**src/rtl/clahe_pkg.sv**
```systemverilog
// clahe_pkg: shared widths, tag bit positions and a width helper for the CLAHE output stage.
package clahe_pkg;
    localparam int PIX_W   = 24;
    localparam int TAG_W   = 2;
    localparam int TAG_SOF = 25;
    localparam int TAG_EOL = 24;

    // Ceiling log2, never below 1 so single-value counters still get a bit.
    function automatic int clog2(input int n);
        int r;
        r = 0;
        while ((1 << r) < n) r++;
        return (r < 1) ? 1 : r;
    endfunction
endpackage

```
**src/rtl/axis_fwft_fifo.sv**
```systemverilog
// axis_fwft_fifo: first-word-fall-through FIFO; head entry is visible on rd_data while not empty.
module axis_fwft_fifo
    import clahe_pkg::*;
#(
    parameter int DW    = 26,
    parameter int DEPTH = 64
) (
    input  logic                    clk,
    input  logic                    rst_n,
    input  logic                    wr_en,
    input  logic [DW-1:0]           wr_data,
    output logic                    full,
    input  logic                    rd_en,
    output logic [DW-1:0]           rd_data,
    output logic                    empty,
    output logic [clog2(DEPTH):0]   count
);
    localparam int AW = clog2(DEPTH);

    logic [DW-1:0] r_mem [DEPTH];
    logic [AW-1:0] r_wr_ptr;
    logic [AW-1:0] r_rd_ptr;
    logic [AW:0]   r_count;
    logic          w_wr;
    logic          w_rd;

    // A write while full is lost even when a read frees a slot in the same cycle.
    assign full    = r_count == (AW+1)'(DEPTH);
    assign empty   = r_count == '0;
    assign count   = r_count;
    assign w_wr    = wr_en && !full;
    assign w_rd    = rd_en && !empty;
    assign rd_data = r_mem[r_rd_ptr];

    always_ff @(posedge clk or negedge rst_n) begin
        if (!rst_n) begin
            r_wr_ptr <= '0;
            r_rd_ptr <= '0;
            r_count  <= '0;
        end else begin
            r_wr_ptr <= w_wr ? r_wr_ptr + AW'(1) : r_wr_ptr;
            r_rd_ptr <= w_rd ? r_rd_ptr + AW'(1) : r_rd_ptr;
            r_count  <= r_count + (AW+1)'(w_wr) - (AW+1)'(w_rd);
        end
    end

    always_ff @(posedge clk) begin
        if (w_wr) r_mem[r_wr_ptr] <= wr_data;
    end
endmodule

```
**src/rtl/clahe_axis_out.sv**
```systemverilog
// clahe_axis_out: tags CLAHE pixels with sof/eol, buffers them and drives an AXI4-Stream video master.
// Optional CLAHE_AXIS_OUT_FRAME_CNT_EN adds frame_cnt and drop_cnt outputs.
module clahe_axis_out
    import clahe_pkg::*;
#(
    parameter int WIDTH      = 1920,
    parameter int HEIGHT     = 1080,
    parameter int FIFO_DEPTH = 64
) (
    input  logic               clk,
    input  logic               rst_n,
    input  logic               src_valid,
    input  logic [PIX_W-1:0]   src_data,
    output logic               m_axis_tvalid,
    input  logic               m_axis_tready,
    output logic [PIX_W-1:0]   m_axis_tdata,
    output logic               m_axis_tuser,
    output logic               m_axis_tlast,
    output logic               overflow,
    input  logic               clr_overflow,
    output logic               frame_done
`ifdef CLAHE_AXIS_OUT_FRAME_CNT_EN
    ,
    output logic [15:0]        frame_cnt,
    output logic [15:0]        drop_cnt
`endif
);
    localparam int CW = clog2(WIDTH);
    localparam int RW = clog2(HEIGHT);
    localparam int AW = clog2(FIFO_DEPTH);

    logic [CW-1:0]            r_col;
    logic [RW-1:0]            r_row;
    logic                     r_frame_done;
    logic                     r_overflow;
    logic                     w_last_col;
    logic                     w_last_row;
    logic                     w_full;
    logic                     w_empty;
    logic                     w_drop;
    logic [AW:0]              w_count;
    logic [PIX_W+TAG_W-1:0]   w_wr_data;
    logic [PIX_W+TAG_W-1:0]   w_rd_data;

    assign w_last_col = r_col == CW'(WIDTH - 1);
    assign w_last_row = r_row == RW'(HEIGHT - 1);
    assign w_drop     = src_valid && w_full;
    assign w_wr_data  = {r_col == '0 && r_row == '0, w_last_col, src_data};

    // Position advances on dropped pixels too, so tags stay frame-aligned.
    always_ff @(posedge clk or negedge rst_n) begin
        if (!rst_n) begin
            r_col        <= '0;
            r_row        <= '0;
            r_frame_done <= 1'b0;
            r_overflow   <= 1'b0;
        end else begin
            if (src_valid) begin
                r_col <= w_last_col ? '0 : r_col + CW'(1);
                if (w_last_col) r_row <= w_last_row ? '0 : r_row + RW'(1);
            end
            r_frame_done <= src_valid && w_last_col && w_last_row;
            r_overflow   <= w_drop || (r_overflow && !clr_overflow);
        end
    end

    axis_fwft_fifo #(
        .DW    (PIX_W + TAG_W),
        .DEPTH (FIFO_DEPTH)
    ) u_fifo (
        .clk     (clk),
        .rst_n   (rst_n),
        .wr_en   (src_valid),
        .wr_data (w_wr_data),
        .full    (w_full),
        .rd_en   (m_axis_tready && !w_empty),
        .rd_data (w_rd_data),
        .empty   (w_empty),
        .count   (w_count)
    );

    // Payload is forced to zero while idle so nothing uninitialised leaves the block.
    assign m_axis_tvalid = w_count != '0;
    assign m_axis_tdata  = m_axis_tvalid ? w_rd_data[PIX_W-1:0] : '0;
    assign m_axis_tuser  = m_axis_tvalid && w_rd_data[TAG_SOF];
    assign m_axis_tlast  = m_axis_tvalid && w_rd_data[TAG_EOL];
    assign overflow      = r_overflow;
    assign frame_done    = r_frame_done;

`ifdef CLAHE_AXIS_OUT_FRAME_CNT_EN
    logic [15:0] r_frame_cnt;
    logic [15:0] r_drop_cnt;

    always_ff @(posedge clk or negedge rst_n) begin
        if (!rst_n) begin
            r_frame_cnt <= '0;
            r_drop_cnt  <= '0;
        end else begin
            r_frame_cnt <= r_frame_done ? r_frame_cnt + 16'd1 : r_frame_cnt;
            r_drop_cnt  <= clr_overflow ? {15'd0, w_drop} :
                           (w_drop && r_drop_cnt != 16'hFFFF) ? r_drop_cnt + 16'd1 : r_drop_cnt;
        end
    end

    assign frame_cnt = r_frame_cnt;
    assign drop_cnt  = r_drop_cnt;
`endif
endmodule

```
**config.mk**
```make
export PLATFORM = sky130hd
export DESIGN_NAME = clahe_axis_out
export DESIGN_NICKNAME = d
export VERILOG_FILES = /design/src/rtl/clahe_pkg.sv /design/src/rtl/axis_fwft_fifo.sv /design/src/rtl/clahe_axis_out.sv
export SDC_FILE = /design/constraint.sdc
export NUM_CORES = 2
export LEC_CHECK = 0
export ABC_AREA = 0
export CORE_MARGIN = 2
export CORE_UTILIZATION = 30
export CTS_CLUSTER_DIAMETER = 40
export DETAILED_ROUTE_END_ITERATION = 6
export PLACE_DENSITY = 0.49
export SYNTH_ARGS = -nofsm -noshare
export SYNTH_HDL_FRONTEND = slang
export SYNTH_SLANG_ARGS = --single-unit
```
**constraint.sdc**
```tcl
create_clock -name clk -period 12.04 [get_ports clk]
set_input_delay 1.204 -clock clk [delete_from_list [all_inputs] [get_ports clk]]
set_output_delay 1.204 -clock clk [all_outputs]
set_load 0.01 [all_outputs]
```
==> metrics.txt <==
Sw Ratio around a third; clock buffer depth 3; status completed; Placed Instances ~6,100; initial DRC count 3,191; Num CTS Buffers 232; Flop pwr share 36.3%; postcts setup bufs 0; router iterations before antenna repair 5; Post-synth EDFFs 1,664; Logic pwr share 27.0%; design area about 80,000 sq um; Routed Antenna Nets 0; Worst Setup Start Kind flop; Final period util 55.2%; Top Family by Delay on Critical Path buffers and inverters; Syn. warnings 0; DR vias 33,000; Filler Cell Count 20,200; Max VDD drop 0.000214 V; I/O pin total 58; Leak approximately 26 nW; critical path endpoint category output pin; cts hold-fix bufs 0; Hold Path Class input port to asynchronous set/reset pin; crit path cell chain buf_4 -> buf_12 -> mux4_2 -> a211oi_1 -> o21ai_0 -> a32o_1 -> clkdlybuf4s50_1; Rows 172; critical path class flop to output pin; Layout Skew ~34 ps; #FFs+latches synth 1,707; Vias/cell ~5.1; Setup TNS 0 ps; Layout area overhead 19.2%; hold slack 478 ps; Yosys cell types 46; root buffer cell clkbuf_16; final setup violation count 0; drt drc 0; prevailing post-synth register cell edfxtp_1; Die Width 473 microns; Pwr Density between 200 and 250 nW/um^2; synth top area cells edfxtp_1, mux4_2, mux2i_1, dfrtp_1, o21ai_0; first-pass GRT wire length 263,000 microns; sequential fraction of the synthesis area 77.4%; GR Util All Layers between 10% and 20%; Power, Total 19.2 mW; proportion of layout cells with a drive suffix above 1 24.5%; Slowest-stage cell, CP dfrtp_4; RSZ-0062 raised after global routing false; Final Max Slew Viols 0; max-cap violations 0; WP buf/inv 3; Place WS 6180 ps; CTS tree done; top-area cell type share of the netlist area 75.8%; nets@finish 3,485; fmax between 150 and 200 MHz; Avg Cell Area, Syn 20.5 sq um; vias in the first global route 33,400; commonest non-fill, non-tap cell in the layout edfxtp_1; Die Area 224,000 sq um; Post-Synthesis Cells 3,218; clock network power share 36.7%; commonest cells after routing, fill and taps aside edfxtp_1, mux2i_1, mux4_2; asr flop ratio synth 2.52%; CP Max Fanout between 90 and 100; setup slack after layout 5400 ps; total core area 219,000 sq um; GPL Wtd Cong 0.747; final hold viol count 0; syn nets 3,263; DIE HEIGHT roughly 470 microns; worst-skew pair later-pin latency 870 ps; Final Critical Period 6640 ps; synthesized area 65,900 sq um; Net Switching around 6.2 mW; dpl cell area 70,500 sq um; Post-Layout Cell Count about 6,500; biggest area consumer among synthesized cells edfxtp_1; CP peak stage delay 910 ps; grt ovf 0; IO Port Bufs 57; WP data arrival 5440 ps; initial antenna violation count 3; WL final 188,000 microns; WL/cell 28.8 microns; Pint between 10 and 15 mW; cts repair resizes 0; Reg clk slew, reported paths 60 ps; Relative slew margins about 16%; CP required 10,840 ps; CTS sink count 1,707; Layout Utilization 35.9%; Worst-Margin Slew 1250 ps; CTS H-Tree Depth 4; DP HPWL 100,000 microns; largest net degree at the start of global routing around 110; initial core utilization a little under a third
==> cells in the mapped netlist, types with 4 or more instances <==
| master | number |
|---|---|
| xor2_1 | 12 |
| a221oi_1 | 52 |
| xnor2_1 | 14 |
| buf_1 | 14 |
| o22ai_1 | 52 |
| edfxtp_1 | 1664 |
| buf_2 | 62 |
| nor4_1 | 4 |
| a211oi_1 | 52 |
| a32o_1 | 26 |
| and2_1 | 5 |
| nor2b_1 | 9 |
| and3_1 | 4 |
| inv_1 | 15 |
| buf_6 | 14 |
| o221ai_1 | 52 |
| nor2_1 | 75 |
| a21oi_1 | 85 |
| clkbuf_1 | 76 |
| nand2_1 | 50 |
| mux4_2 | 260 |
| buf_4 | 25 |
| nand3b_1 | 4 |
| ha_1 | 15 |
| mux2i_1 | 366 |
| nand3_1 | 19 |
| o21ai_0 | 114 |
| dfrtp_1 | 43 |
==> layer usage <==
metal	wire length (microns)	part of all wire, %	global-route usage, %	up-vias
met5	37	0.020	0	-
met4	4260	2.3	4.54	6
met3	8990	4.8	2.68	250
met2	91900	49	27.3	897
met1	82600	44	22.8	17900
li1	-	-	-	14000
==> final timing paths <==
path / start / endpoint / slack, ps / cells past startpoint
max: u_fifo.r_rd_ptr[0]$_DFFE_PN0P_ / m_axis_tdata[4] / 5400 / 7
min: rst_n / overflow$_DFF_PN0_ / 480 / 2
max reg2reg: u_fifo.count[4]$_DFF_PN0_ / u_fifo.r_mem[54][25]$_DFFE_PP_ / 7670 / 8
min reg2reg: r_row[8]$_DFFE_PN0P_ / r_row[8]$_DFFE_PN0P_ / 490 / 1
max in group asynchronous: rst_n / u_fifo.r_rd_ptr[3]$_DFFE_PN0P_ / 11020 / 2
min in group clk: r_row[8]$_DFFE_PN0P_ / r_row[8]$_DFFE_PN0P_ / 490 / 1
==> flip-flops by register name (all words and copies together) (netlist names) <==
| name | flops |
|---|---|
| r_col | 11 |
| overflow | 1 |
| u_fifo.count | 7 |
| u_fifo.r_rd_ptr | 6 |
| u_fifo.r_wr_ptr | 6 |
| u_fifo.r_mem | 1664 |
| frame_done | 1 |
| r_row | 11 |
==> logic make-up after synthesis <==
logic type	share of synthesized area, %
compound gates	4.50
xor+xnor	0.345
fa+ha+maj	0.315
buf+inv	1.59
flops	77.4
mux	14.5
simple gates	1.36
==> worst register-to-register path, cell delays in order, from the launching register on <==
cell and delay (ps):
dfrtp_1 360, inv_1 70, ha_1 200, and4bb_2 260, a21boi_2 590, nor2b_1 330
nand3_1 610, nor2_2 1140, buf_4 470
==> layout make-up <==
cell class / instances / area, sq um / share of cell area [%]
Sequential cell: 1707 / 51100 / 64.9
Multi-Input combinational cell: 1305 / 14300 / 18.2
Antenna cell: 1 / 2.50 / 0.00318
Inverter: 15 / 56.3 / 0.0716
Timing Repair Buffer: 179 / 1460 / 1.86
Clock buffer: 256 / 5930 / 7.54
Tap cell: 2871 / 3590 / 4.57
Clock inverter: 184 / 2180 / 2.77
==> power groups by stage <==
stage / Combinational [mW] / Sequential (mW) / Clock, mW
5_1_grt: 5.45 / 6.99 / 7.41
6_report: 5.17 / 6.97 / 7.04
3_5_place_dp: 5.24 / 7.10 / 0
3_3_place_gp: 5.24 / 7.09 / 0
2_1_floorplan: 3.20 / 6.95 / 0
4_1_cts: 5.25 / 6.97 / 7.17
Note: power is estimated with default switching activity, not from simulation.
